--- src/rtl/regfile_write_arbiter_pkg.sv ---
// Shared types and helpers for the register-file write arbiter and its FIFO.
// Holds the clear-FSM state encoding and the occupancy pointer width rule.
package regfile_write_arbiter_pkg;

    typedef enum logic {
        ST_INIT = 1'b0,
        ST_RUN  = 1'b1
    } arb_state_e;

    // The extra MSB tells full from empty when the index bits are equal.
    function automatic int ptr_width(input int depth_bits);
        return depth_bits + 1;
    endfunction

endpackage

--- src/rtl/regfile_ext_fifo.sv ---
// Synchronous FIFO for external write requests ({addr, data}).
// The head is read combinationally. The FIFO accepts a push while full if it pops in the same cycle.
module regfile_ext_fifo
    import regfile_write_arbiter_pkg::*;
#(
    parameter int WIDTH      = 20,
    parameter int DEPTH_BITS = 2
) (
    input  logic             clk,
    input  logic             reset,
    input  logic             push_i,
    input  logic             pop_i,
    input  logic [WIDTH-1:0] wdata_i,
    output logic [WIDTH-1:0] rdata_o,
    output logic             full_o,
    output logic             empty_o
);
    localparam int PW    = ptr_width(DEPTH_BITS);
    localparam int DEPTH = 2 ** DEPTH_BITS;

    logic [WIDTH-1:0] mem_q [DEPTH];
    logic [PW-1:0]    wr_ptr_q, wr_ptr_d;
    logic [PW-1:0]    rd_ptr_q, rd_ptr_d;
    logic             do_push, do_pop;

    assign empty_o = (wr_ptr_q == rd_ptr_q);
    assign full_o  = (wr_ptr_q[PW-1] != rd_ptr_q[PW-1]) &&
                     (wr_ptr_q[DEPTH_BITS-1:0] == rd_ptr_q[DEPTH_BITS-1:0]);
    assign rdata_o = mem_q[rd_ptr_q[DEPTH_BITS-1:0]];

    assign do_pop   = pop_i && !empty_o;
    assign do_push  = push_i && (!full_o || do_pop);
    assign wr_ptr_d = wr_ptr_q + PW'(do_push);
    assign rd_ptr_d = rd_ptr_q + PW'(do_pop);

    always_ff @(posedge clk or posedge reset) begin
        if (reset) begin
            wr_ptr_q <= '0;
            rd_ptr_q <= '0;
        end else begin
            wr_ptr_q <= wr_ptr_d;
            rd_ptr_q <= rd_ptr_d;
        end
    end

    always_ff @(posedge clk) begin
        if (do_push) begin
            mem_q[wr_ptr_q[DEPTH_BITS-1:0]] <= wdata_i;
        end
    end

endmodule

--- src/rtl/regfile_write_arbiter.sv ---
// Merges core write-back and buffered external writes onto one register-file write port.
// It clears the file after reset and forwards in-flight writes to both read ports.
module regfile_write_arbiter
    import regfile_write_arbiter_pkg::*;
#(
    parameter int    DATA_WIDTH     = 16,
    parameter int    ADDR_WIDTH     = 4,
    parameter int    EXT_DEPTH_BITS = 2,
    parameter string RAM_TYPE       = "auto"
) (
    input  logic                  clk,
    input  logic                  reset,
    input  logic                  core_we,
    input  logic [ADDR_WIDTH-1:0] core_addr,
    input  logic [DATA_WIDTH-1:0] core_data,
    input  logic                  ext_valid,
    input  logic [ADDR_WIDTH-1:0] ext_addr,
    input  logic [DATA_WIDTH-1:0] ext_data,
    output logic                  ext_ready,
    output logic                  init_busy,
    output logic                  rf_we,
    output logic [ADDR_WIDTH-1:0] rf_addr_w,
    output logic [DATA_WIDTH-1:0] rf_data_w,
    input  logic [ADDR_WIDTH-1:0] rd_addr_a,
    input  logic [ADDR_WIDTH-1:0] rd_addr_b,
    input  logic [DATA_WIDTH-1:0] rf_data_a,
    input  logic [DATA_WIDTH-1:0] rf_data_b,
    output logic [DATA_WIDTH-1:0] data_a,
    output logic [DATA_WIDTH-1:0] data_b,
    output arb_state_e            dbg_state
);
    localparam logic [ADDR_WIDTH-1:0] CLR_LAST = '1;

    arb_state_e                       state_q;
    logic [ADDR_WIDTH-1:0]            clr_cnt_q;
    logic                             rf_we_q;
    logic [ADDR_WIDTH-1:0]            rf_addr_q;
    logic [DATA_WIDTH-1:0]            rf_data_q;
    logic                             hit_a_q, hit_a_d, hit_b_q, hit_b_d;
    logic [DATA_WIDTH-1:0]            hold_a_q, hold_a_d, hold_b_q, hold_b_d;

    logic                             win_we;
    logic [ADDR_WIDTH-1:0]            win_addr;
    logic [DATA_WIDTH-1:0]            win_data;
    logic                             fifo_pop, fifo_push, fifo_full, fifo_empty;
    logic [ADDR_WIDTH+DATA_WIDTH-1:0] fifo_rdata;

    // Handshake: an external request transfers on a cycle where ext_valid && ext_ready.
    // ext_ready depends only on registered state, never on ext_valid.
    assign ext_ready = (state_q == ST_RUN) && !fifo_full;
    assign fifo_push = ext_valid && ext_ready;
    assign init_busy = (state_q == ST_INIT);
    assign dbg_state = state_q;

    regfile_ext_fifo #(
        .WIDTH      (ADDR_WIDTH + DATA_WIDTH),
        .DEPTH_BITS (EXT_DEPTH_BITS)
    ) u_ext_fifo (
        .clk     (clk),
        .reset   (reset),
        .push_i  (fifo_push),
        .pop_i   (fifo_pop),
        .wdata_i ({ext_addr, ext_data}),
        .rdata_o (fifo_rdata),
        .full_o  (fifo_full),
        .empty_o (fifo_empty)
    );

    always_comb begin
        win_we   = 1'b0;
        win_addr = core_addr;
        win_data = core_data;
        fifo_pop = 1'b0;
        if (state_q == ST_INIT) begin
            win_we   = 1'b1;
            win_addr = clr_cnt_q;
            win_data = '0;
        end else if (core_we) begin
            win_we = 1'b1;
        end else if (!fifo_empty) begin
            win_we   = 1'b1;
            fifo_pop = 1'b1;
            win_addr = fifo_rdata[DATA_WIDTH +: ADDR_WIDTH];
            win_data = fifo_rdata[DATA_WIDTH-1:0];
        end
    end

    // The winner this cycle is newer than the write already sitting in the rf stage.
    always_comb begin
        hit_a_d  = 1'b1;
        hold_a_d = win_data;
        if (!(win_we && win_addr == rd_addr_a)) begin
            hold_a_d = rf_data_q;
            hit_a_d  = rf_we_q && (rf_addr_q == rd_addr_a);
        end
        hit_b_d  = 1'b1;
        hold_b_d = win_data;
        if (!(win_we && win_addr == rd_addr_b)) begin
            hold_b_d = rf_data_q;
            hit_b_d  = rf_we_q && (rf_addr_q == rd_addr_b);
        end
    end

    always_ff @(posedge clk or posedge reset) begin
        if (reset) begin
            state_q   <= ST_INIT;
            clr_cnt_q <= '0;
            rf_we_q   <= 1'b0;
            rf_addr_q <= '0;
            rf_data_q <= '0;
            hit_a_q   <= 1'b0;
            hit_b_q   <= 1'b0;
            hold_a_q  <= '0;
            hold_b_q  <= '0;
        end else begin
            rf_we_q  <= win_we;
            hit_a_q  <= hit_a_d;
            hit_b_q  <= hit_b_d;
            hold_a_q <= hold_a_d;
            hold_b_q <= hold_b_d;
            if (win_we) begin
                rf_addr_q <= win_addr;
                rf_data_q <= win_data;
            end
            if (state_q == ST_INIT) begin
                clr_cnt_q <= clr_cnt_q + 1'b1;
                if (clr_cnt_q == CLR_LAST) begin
                    state_q <= ST_RUN;
                end
            end
        end
    end

    assign rf_we     = rf_we_q;
    assign rf_addr_w = rf_addr_q;
    assign rf_data_w = rf_data_q;
    assign data_a    = hit_a_q ? hold_a_q : rf_data_a;
    assign data_b    = hit_b_q ? hold_b_q : rf_data_b;

endmodule
--- config.mk ---
export PLATFORM = sky130hd
export DESIGN_NAME = regfile_write_arbiter
export DESIGN_NICKNAME = d
export VERILOG_FILES = /design/src/rtl/regfile_write_arbiter_pkg.sv /design/src/rtl/regfile_ext_fifo.sv /design/src/rtl/regfile_write_arbiter.sv
export SDC_FILE = /design/constraint.sdc
export NUM_CORES = 1
export LEC_CHECK = 0
export CAP_MARGIN = 20
export CELL_PAD_IN_SITES_DETAIL_PLACEMENT = 0
export CELL_PAD_IN_SITES_GLOBAL_PLACEMENT = 1
export CORE_UTILIZATION = 42
export CTS_CLUSTER_DIAMETER = 40
export DETAILED_ROUTE_END_ITERATION = 10
export PLACE_DENSITY_LB_ADDON = 0.3
export SYNTH_ARGS = -nofsm -noshare
export SYNTH_HDL_FRONTEND = slang
export SYNTH_SLANG_ARGS = --single-unit
export TNS_END_PERCENT = 1
--- constraint.sdc ---
create_clock -name clk -period 4.4 [get_ports clk]
set_clock_uncertainty 0.2 [all_clocks]
set_input_delay 0.88 -clock clk [delete_from_list [all_inputs] [get_ports clk]]
set_output_delay 0.88 -clock clk [all_outputs]
set_load 0.005 [all_outputs]
==> reports/results.md, run 1 <==
• **class of the most critical hold timing path** flop to flop
• **Max Cap Violations** 0
• **number of detailed-routing iterations run before antenna repair** 4
• **master cell of the clock root buffer** sky130_fd_sc_hd__clkbuf_16
• **# Post-CTS Setup Buffers** 0
• **CP max stage cell** sky130_fd_sc_hd__xor2_1
• **fin crit period** 3.47 ns
• **hold depth** 1
• **Detail Route Antenna Nets** 0
• **number of buffers on the longest clock path** 2
• **gate count after technology mapping** 403
• **startpoint class of the critical path** flop
• **final setup violating endpoints** 0
• **GR met2 Demand/Resource** 0.310
• **via-per-instance ratio** 5.11
• **highest fanout seen on the critical path** 7
• **setup repair after global routing missed its margin** no
• **mean area per synthesized cell** 16.0 µm²
• **yosys warns** 0
• **total negative setup slack** 0 ns
• **GPL Wtd Cong** 0.833
• **number of DRC markers in iteration 0** 143
• **Seq cells post-synth** 146
• **initial antenna violation count** 0
• **proportion of register bits with asynchronous set or reset after synthesis** 0.452
• **post-synthesis cell type with the largest combined area** sky130_fd_sc_hd__edfxtp_1
• **clock tree from TritonCTS** yes
• **fraction of layout instances using a drive strength above 1** 0.231
• **Relative slew margins** 0.529
• **layout filler cell count** 1131
• **area delta synth->final** 34.9%
• **cells along the critical path** xor2_1 -> nor2_1 -> a21oi_1 -> clkdlybuf4s50_1
• **IO Port Bufs** 139
• **number of distinct library cells after synthesis** 40
• **number of placed cells counting well taps** 719
• **met1 capacity usage during global routing** 0.249
• **Row Count** 44
• **Antenna diodes** 0
• **actual transition at the worst max-transition pin** 0.705 ns
• **total track usage** 0.188
• **vias** 3840
• **most frequent cells after synthesis** sky130_fd_sc_hd__edfxtp_1, sky130_fd_sc_hd__dfrtp_1, sky130_fd_sc_hd__nor2_1, sky130_fd_sc_hd__mux2_2, sky130_fd_sc_hd__mux2_4
• **Crit Path Category** flop to output pin
• **total power after layout** 5.81 mW
• **maximum VDD drop** 291 µV
• **mapped cell area** 0.00643 mm²
• **number of placed I/O pins** 140
• **post-cts gate resize count** 0
• **power density relative to cell area** 670 mW/mm²
• **Net Count, Synth** 492
• **largest net degree at the start of global routing** 46
• **insertion delay of the later-clocked pin in the worst-skew pair** 0.41 ns
• **register clock-pin slew on the reported worst setup and hold paths** 0.06 ns
• **fin crit share** 0.788
• **path depth of the worst reg2reg path** 8
• **drt wl/cell** 18.7 µm
• **number of flops mapped to enable cells by yosys** 80
• **die area** 0.0158 mm²
• **fraction of synthesized cell area taken by the top area cell type** 0.373
• **outcome** finished clean
• **WL final** 14100 µm
• **met3 track demand over resource in global routing** 0.0391
• **Sink Count** 146
• **HPWL after detailed placement** 9950 µm
• **TritonCTS Buffers** 17
• **count of final max-slew check failures** 0
• **Max stage delay on crit path** 0.59 ns
• **x dimension of the die** 126 µm
• **ys flop type** sky130_fd_sc_hd__edfxtp_1
• **Critical Path AT** 2.39 ns
• **vias in the first global route** 4103
• **Initial Utilization** 0.436
• **core area** 0.0148 mm²
• **cell types occupying the most area after synthesis** sky130_fd_sc_hd__edfxtp_1, sky130_fd_sc_hd__dfrtp_1, sky130_fd_sc_hd__mux2_2
• **global-route wire length before repair** 22400 µm
• **total congestion overflow** 0
• **maximum clock rate** 289 MHz
• **Req. time, crit path** 3.32 ns
• **busiest metal layer after global routing** met2
• **CTS Hold Buffers Added** 0
• **die height** 126 µm
• **Setup crit end kind** output pin
• **drc violations** 0
• **maximum level of the CTS H-tree** 4
• **sequential area share after synthesis** 0.630
• **hold violation count in the final report** 0
• **leakage power** 3.31 nW
• **most frequent cell after synthesis** sky130_fd_sc_hd__edfxtp_1
• **final non-filler cell total** 752
• **NumNets Final** 644
==> metal layers <==
layer	share of wire	wire (µm)
met3	0.045	639
met4	0.014	200
met5	0	0
met2	0.50	7030
met1	0.44	6190
==> power breakdown <==
part | switching [mW] | internal, mW
Clock | 0.518 | 0.964
Sequential | 0.262 | 1.93
Combinational | 0.982 | 1.16
==> state kept, by name, indices dropped and copies added, names as in the netlist, 3 cells and up <==
name,cells
u_ext_fifo.mem_q,80
hold_a_q,16
hold_b_q,16
rf_data_w,16
clr_cnt_q,4
rf_addr_w,4
u_ext_fifo.rd_ptr_q,3
u_ext_fifo.wr_ptr_q,3
==> cell type report <==
class,instances,area (µm²),share of cell area
Inverter,8,30.0,0.00346
Tap cell,184,230,0.0265
Clock inverter,9,158,0.0182
Clock buffer,23,458,0.0528
Sequential cell,146,4050,0.467
Multi-Input combinational cell,231,2270,0.261
Timing Repair Buffer,151,1480,0.171
==> cells in the final DEF (no fill, tap or decap), types with 2 or more instances in the layout <==
cell type,Yosys,layout
sky130_fd_sc_hd__mux2_4,18,18
sky130_fd_sc_hd__clkbuf_1,10,5
sky130_fd_sc_hd__nor2b_1,2,2
sky130_fd_sc_hd__buf_4,0,12
sky130_fd_sc_hd__nor3_1,3,2
sky130_fd_sc_hd__clkinv_4,0,2
sky130_fd_sc_hd__xor2_1,11,11
sky130_fd_sc_hd__ha_1,5,5
sky130_fd_sc_hd__o21ai_0,7,7
sky130_fd_sc_hd__a311oi_2,2,2
sky130_fd_sc_hd__nand3_1,5,5
sky130_fd_sc_hd__mux4_2,14,14
sky130_fd_sc_hd__dfrtp_1,66,66
sky130_fd_sc_hd__mux2_2,47,47
sky130_fd_sc_hd__nor2_1,53,53
sky130_fd_sc_hd__edfxtp_1,80,80
sky130_fd_sc_hd__a31o_2,2,2
sky130_fd_sc_hd__clkbuf_16,0,17
sky130_fd_sc_hd__bufinv_16,0,4
sky130_fd_sc_hd__mux4_1,6,6
sky130_fd_sc_hd__clkinvlp_4,0,2
sky130_fd_sc_hd__nor4_4,2,3
sky130_fd_sc_hd__a22o_1,16,16
sky130_fd_sc_hd__mux2i_1,2,2
sky130_fd_sc_hd__clkdlybuf4s50_1,0,139
sky130_fd_sc_hd__inv_1,8,7
sky130_fd_sc_hd__o311a_1,3,3
sky130_fd_sc_hd__xnor2_1,11,11
sky130_fd_sc_hd__nand2_1,9,9
sky130_fd_sc_hd__nor3_2,1,2
==> cells by family (layout without fill, tap and decap cells) <==
group           Yosys count  in the layout  share of synthesized area
buf+inv                  26            191                     0.0200
xor+xnor                 22             22                     0.0300
compound gates           35             35                     0.0486
mux                      87             87                      0.201
fa+ha+maj                 5              5                    0.00973
flops                   146            146                      0.630
simple gates             82             82                     0.0605
==> worst max-delay path, delay by kind of cell (launching register included) <==
| family | cells | cell delay, ns |
|---|---|---|
| AOI/OAI and AO/OA | 1 | 0.22 |
| xor gates and xnor gates | 1 | 0.59 |
| buffers and inverters | 1 | 0.54 |
| DFF | 1 | 0.52 |
| and+or+nand+nor | 1 | 0.11 |
==> worst paths after layout <==
kind / startpoint / endpoint / slack (ns)
max: u_ext_fifo.rd_ptr_q[0] / ext_ready / 0.93
min: u_ext_fifo.wr_ptr_q[2] / u_ext_fifo.wr_ptr_q[2] / 0.28
max reg2reg: u_ext_fifo.rd_ptr_q[0] / hold_b_q[1] / 0.98
min reg2reg: u_ext_fifo.wr_ptr_q[2] / u_ext_fifo.wr_ptr_q[2] / 0.28
max in group asynchronous: reset / hold_a_q[4] / 2.50
min in group asynchronous: reset / hold_a_q[8] / 0.59
==> metrics by stage <==
step	hold slack, ns	setup WS, ns	cell area (µm²)	util
after global placement	0.277	0.821	8060	0.546
after global routing	0.317	0.777	8680	0.588
final	0.282	0.935	8680	0.588
after detailed placement	0.278	0.764	8060	0.546
after floorplan	0.260	0.786	6430	-
after CTS	0.288	0.889	8670	0.588
No activity file was read; power rests on OpenSTA's default activity.
==> run 2: changes to the inputs <==
clock period = 3.6 ns   (was 4.4 ns; I/O delays follow)
==> run 2 against run 1 <==
Critical path type unchanged. Routed wire length is 0.83% lower. Sequential cell count stayed put. Core utilization is 0.35 points higher. Non-clock buffer count is 2 higher. Power is 23% higher. Clock-buffer cell count is 1 higher. Largest cell class unchanged. Critical path depth stayed put. Global-route usage hardly changed. Sequential share of layout area is 0.27 points lower. Register-to-register slack worse by 0.59 ns. Worst setup slack worse by 0.61 ns. Final area is 0.59% higher.
==> reports/results.md, run 2 (synthesized netlist as in run 1, its figures left out) <==
• **outcome** finished clean
• **maximum clock rate** 305 MHz
• **total negative setup slack** 0 ns, unchanged
• **Max Cap Violations** 0, unchanged
• **maximum VDD drop** 441 µV, +51%
• **Critical Path AT** 2.36 ns, -0.03 ns
• **Stages on worst setup path** 4, unchanged
• **total track usage** 0.188, -0.000417
• **number of detailed-routing iterations run before antenna repair** 5, +1
• **start point of the worst min-delay path** u_ext_fifo.rd_ptr_q[2]
• **FF-to-FF setup slack** 0.39 ns, -0.59 ns
• **fraction of layout instances using a drive strength above 1** 0.237, +0.00621
• **Relative slew margins** 0.523, -0.00554
• **total power after layout** 7.16 mW, +23%
• **actual transition at the worst max-transition pin** 0.715 ns, +0.0107 ns
• **number of buffers and inverters on the critical path** 1, unchanged
• **via-per-instance ratio** 5.10, about the same
• **insertion delay of the later-clocked pin in the worst-skew pair** 0.42 ns, about the same
• **largest net degree at the start of global routing** 31, -33%
• **met3 track demand over resource in global routing** 0.0472, +0.00807
• **hold depth** 1, unchanged
• **Placement Cell Area** 0.00810 mm², +0.50%
• **master cell of the clock root buffer** sky130_fd_sc_hd__clkbuf_16
• **Max stage delay on crit path** 0.59 ns, about the same
• **flip-flop count of the largest register, all copies and words added** 80, unchanged
• **vias** 3847, +0.18%
• **Detail Route Antenna Nets** 0, unchanged
• **CP max stage cell** sky130_fd_sc_hd__xor2_1
• **CP top delay family** XOR/XNOR gates
• **final non-filler cell total** 754, +0.27%
• **final setup violating endpoints** 0, unchanged
• **WL final** 13900 µm, -0.83%
• **Setup crit end kind** output pin
• **worst hold margin** 0.287 ns, +0.00502 ns
• **# Post-CTS Setup Buffers** 0, unchanged
• **area delta synth->final** 35.7%
• **Crit Path Category** flop to output pin
• **highest fanout seen on the critical path** 7, unchanged
• **Setup WS pre-CTS** 0.208 ns, -0.556 ns
• **number of buffers on the longest clock path** 2, unchanged
• **most frequent cells in the layout** sky130_fd_sc_hd__clkdlybuf4s50_1, sky130_fd_sc_hd__edfxtp_1, sky130_fd_sc_hd__dfrtp_1
• **post-cts gate resize count** 0, unchanged
• **Final Util** 0.592, +0.00348
• **power density relative to cell area** 820 mW/mm², +23%
• **met1 capacity usage during global routing** 0.242, -0.00638
• **count of final max-slew check failures** 0, unchanged
• **IO Port Bufs** 139, unchanged
• **fin crit share** 0.910
• **number of DRC markers in iteration 0** 154, +7.7%
• **number of placed I/O pins** 140, unchanged
• **x dimension of the die** 126 µm, unchanged
• **maximum level of the CTS H-tree** 4, unchanged
• **Critical R2R Launch** u_ext_fifo.rd_ptr_q[1]
• **initial antenna violation count** 0, unchanged
• **class of the most critical hold timing path** flop to flop
• **number of placed cells counting well taps** 721, +0.28%
• **busiest metal layer after global routing** met2
• **drc violations** 0, unchanged
• **worst setup margin** 0.325 ns, -0.610 ns
• **setup repair after global routing missed its margin** no
• **TritonCTS Buffers** 17, unchanged
• **startpoint class of the critical path** flop
• **GPL Wtd Cong** 0.803, -3.6%
• **clock tree from TritonCTS** yes
• **GR met2 Demand/Resource** 0.305, -0.00458
• **Row Count** 44, unchanged
• **NumNets Final** 646, +0.31%
• **register clock-pin slew on the reported worst setup and hold paths** 0.05 ns, about the same
• **core area** 0.0148 mm², unchanged
• **leakage power** 3.33 nW, +0.78%
• **worst r2r dst** hold_b_q[5]
• **Initial Utilization** 0.436, unchanged
• **vias in the first global route** 4025, -1.9%
• **hold violation count in the final report** 0, unchanged
• **total congestion overflow** 0, unchanged
• **die height** 126 µm, unchanged
• **path depth of the worst reg2reg path** 7, -1
• **hold endpoint** u_ext_fifo.rd_ptr_q[2]
• **CTS Hold Buffers Added** 0, unchanged
• **Req. time, crit path** 2.68 ns, -0.64 ns
• **post-route cell area** 0.00873 mm², +0.59%
• **drt wl/cell** 18.5 µm, -1.1%
• **most frequent standard cell in the layout excluding fill and tap cells** sky130_fd_sc_hd__clkdlybuf4s50_1
• **Critical path origin** u_ext_fifo.rd_ptr_q[1]
• **die area** 0.0158 mm², unchanged
• **global-route wire length before repair** 22100 µm, -1.1%
• **Sink Count** 146, unchanged
• **Antenna diodes** 0, unchanged
• **fin crit period** 3.28 ns
• **cells along the critical path** xor2_1 -> nor2_1 -> a21oi_1 -> clkdlybuf4s50_1
• **HPWL after detailed placement** 9880 µm, -0.65%
==> run 2: changes by cell type in the layout (fill, tap and decap cells not counted), sizes merged <==
cell,change
buf,+2
bufinv,-1
clkbuf,+1
clkinv,-1
inv,+1
==> run 2: area by class of cell <==
type	count	area [µm²]
Clock buffer	24	503
Sequential cell	146	4050
Multi-Input combinational cell	231	2270
Inverter	8	30.0
Timing Repair Buffer	153	1520
Clock inverter	8	124
Fill cell	1130	6020
Tap cell	184	230
==> run 2: how the worst max path moves through the flow <==
stage                             end  slack [ns]
6_report                    ext_ready        0.32
5_1_grt                     ext_ready        0.19
4_1_cts                     ext_ready        0.28
3_5_place_dp              hold_b_q[5]        0.21
3_3_place_gp              hold_b_q[5]        0.29
2_1_floorplan  u_ext_fifo.mem_q[0][0]        0.11
==> run 2: metal layers <==
metal / vias up / part of all wire
met1: 1896 / 0.44
li1: 1821 / -
met4: 0 / 0.020
met2: 111 / 0.49
met5: - / 0
met3: 19 / 0.049
==> run 2: power by group <==
group	switching, mW	internal [mW]
sequential	0.335	2.36
clock	0.651	1.19
combinational	1.19	1.45
total	2.17	4.99
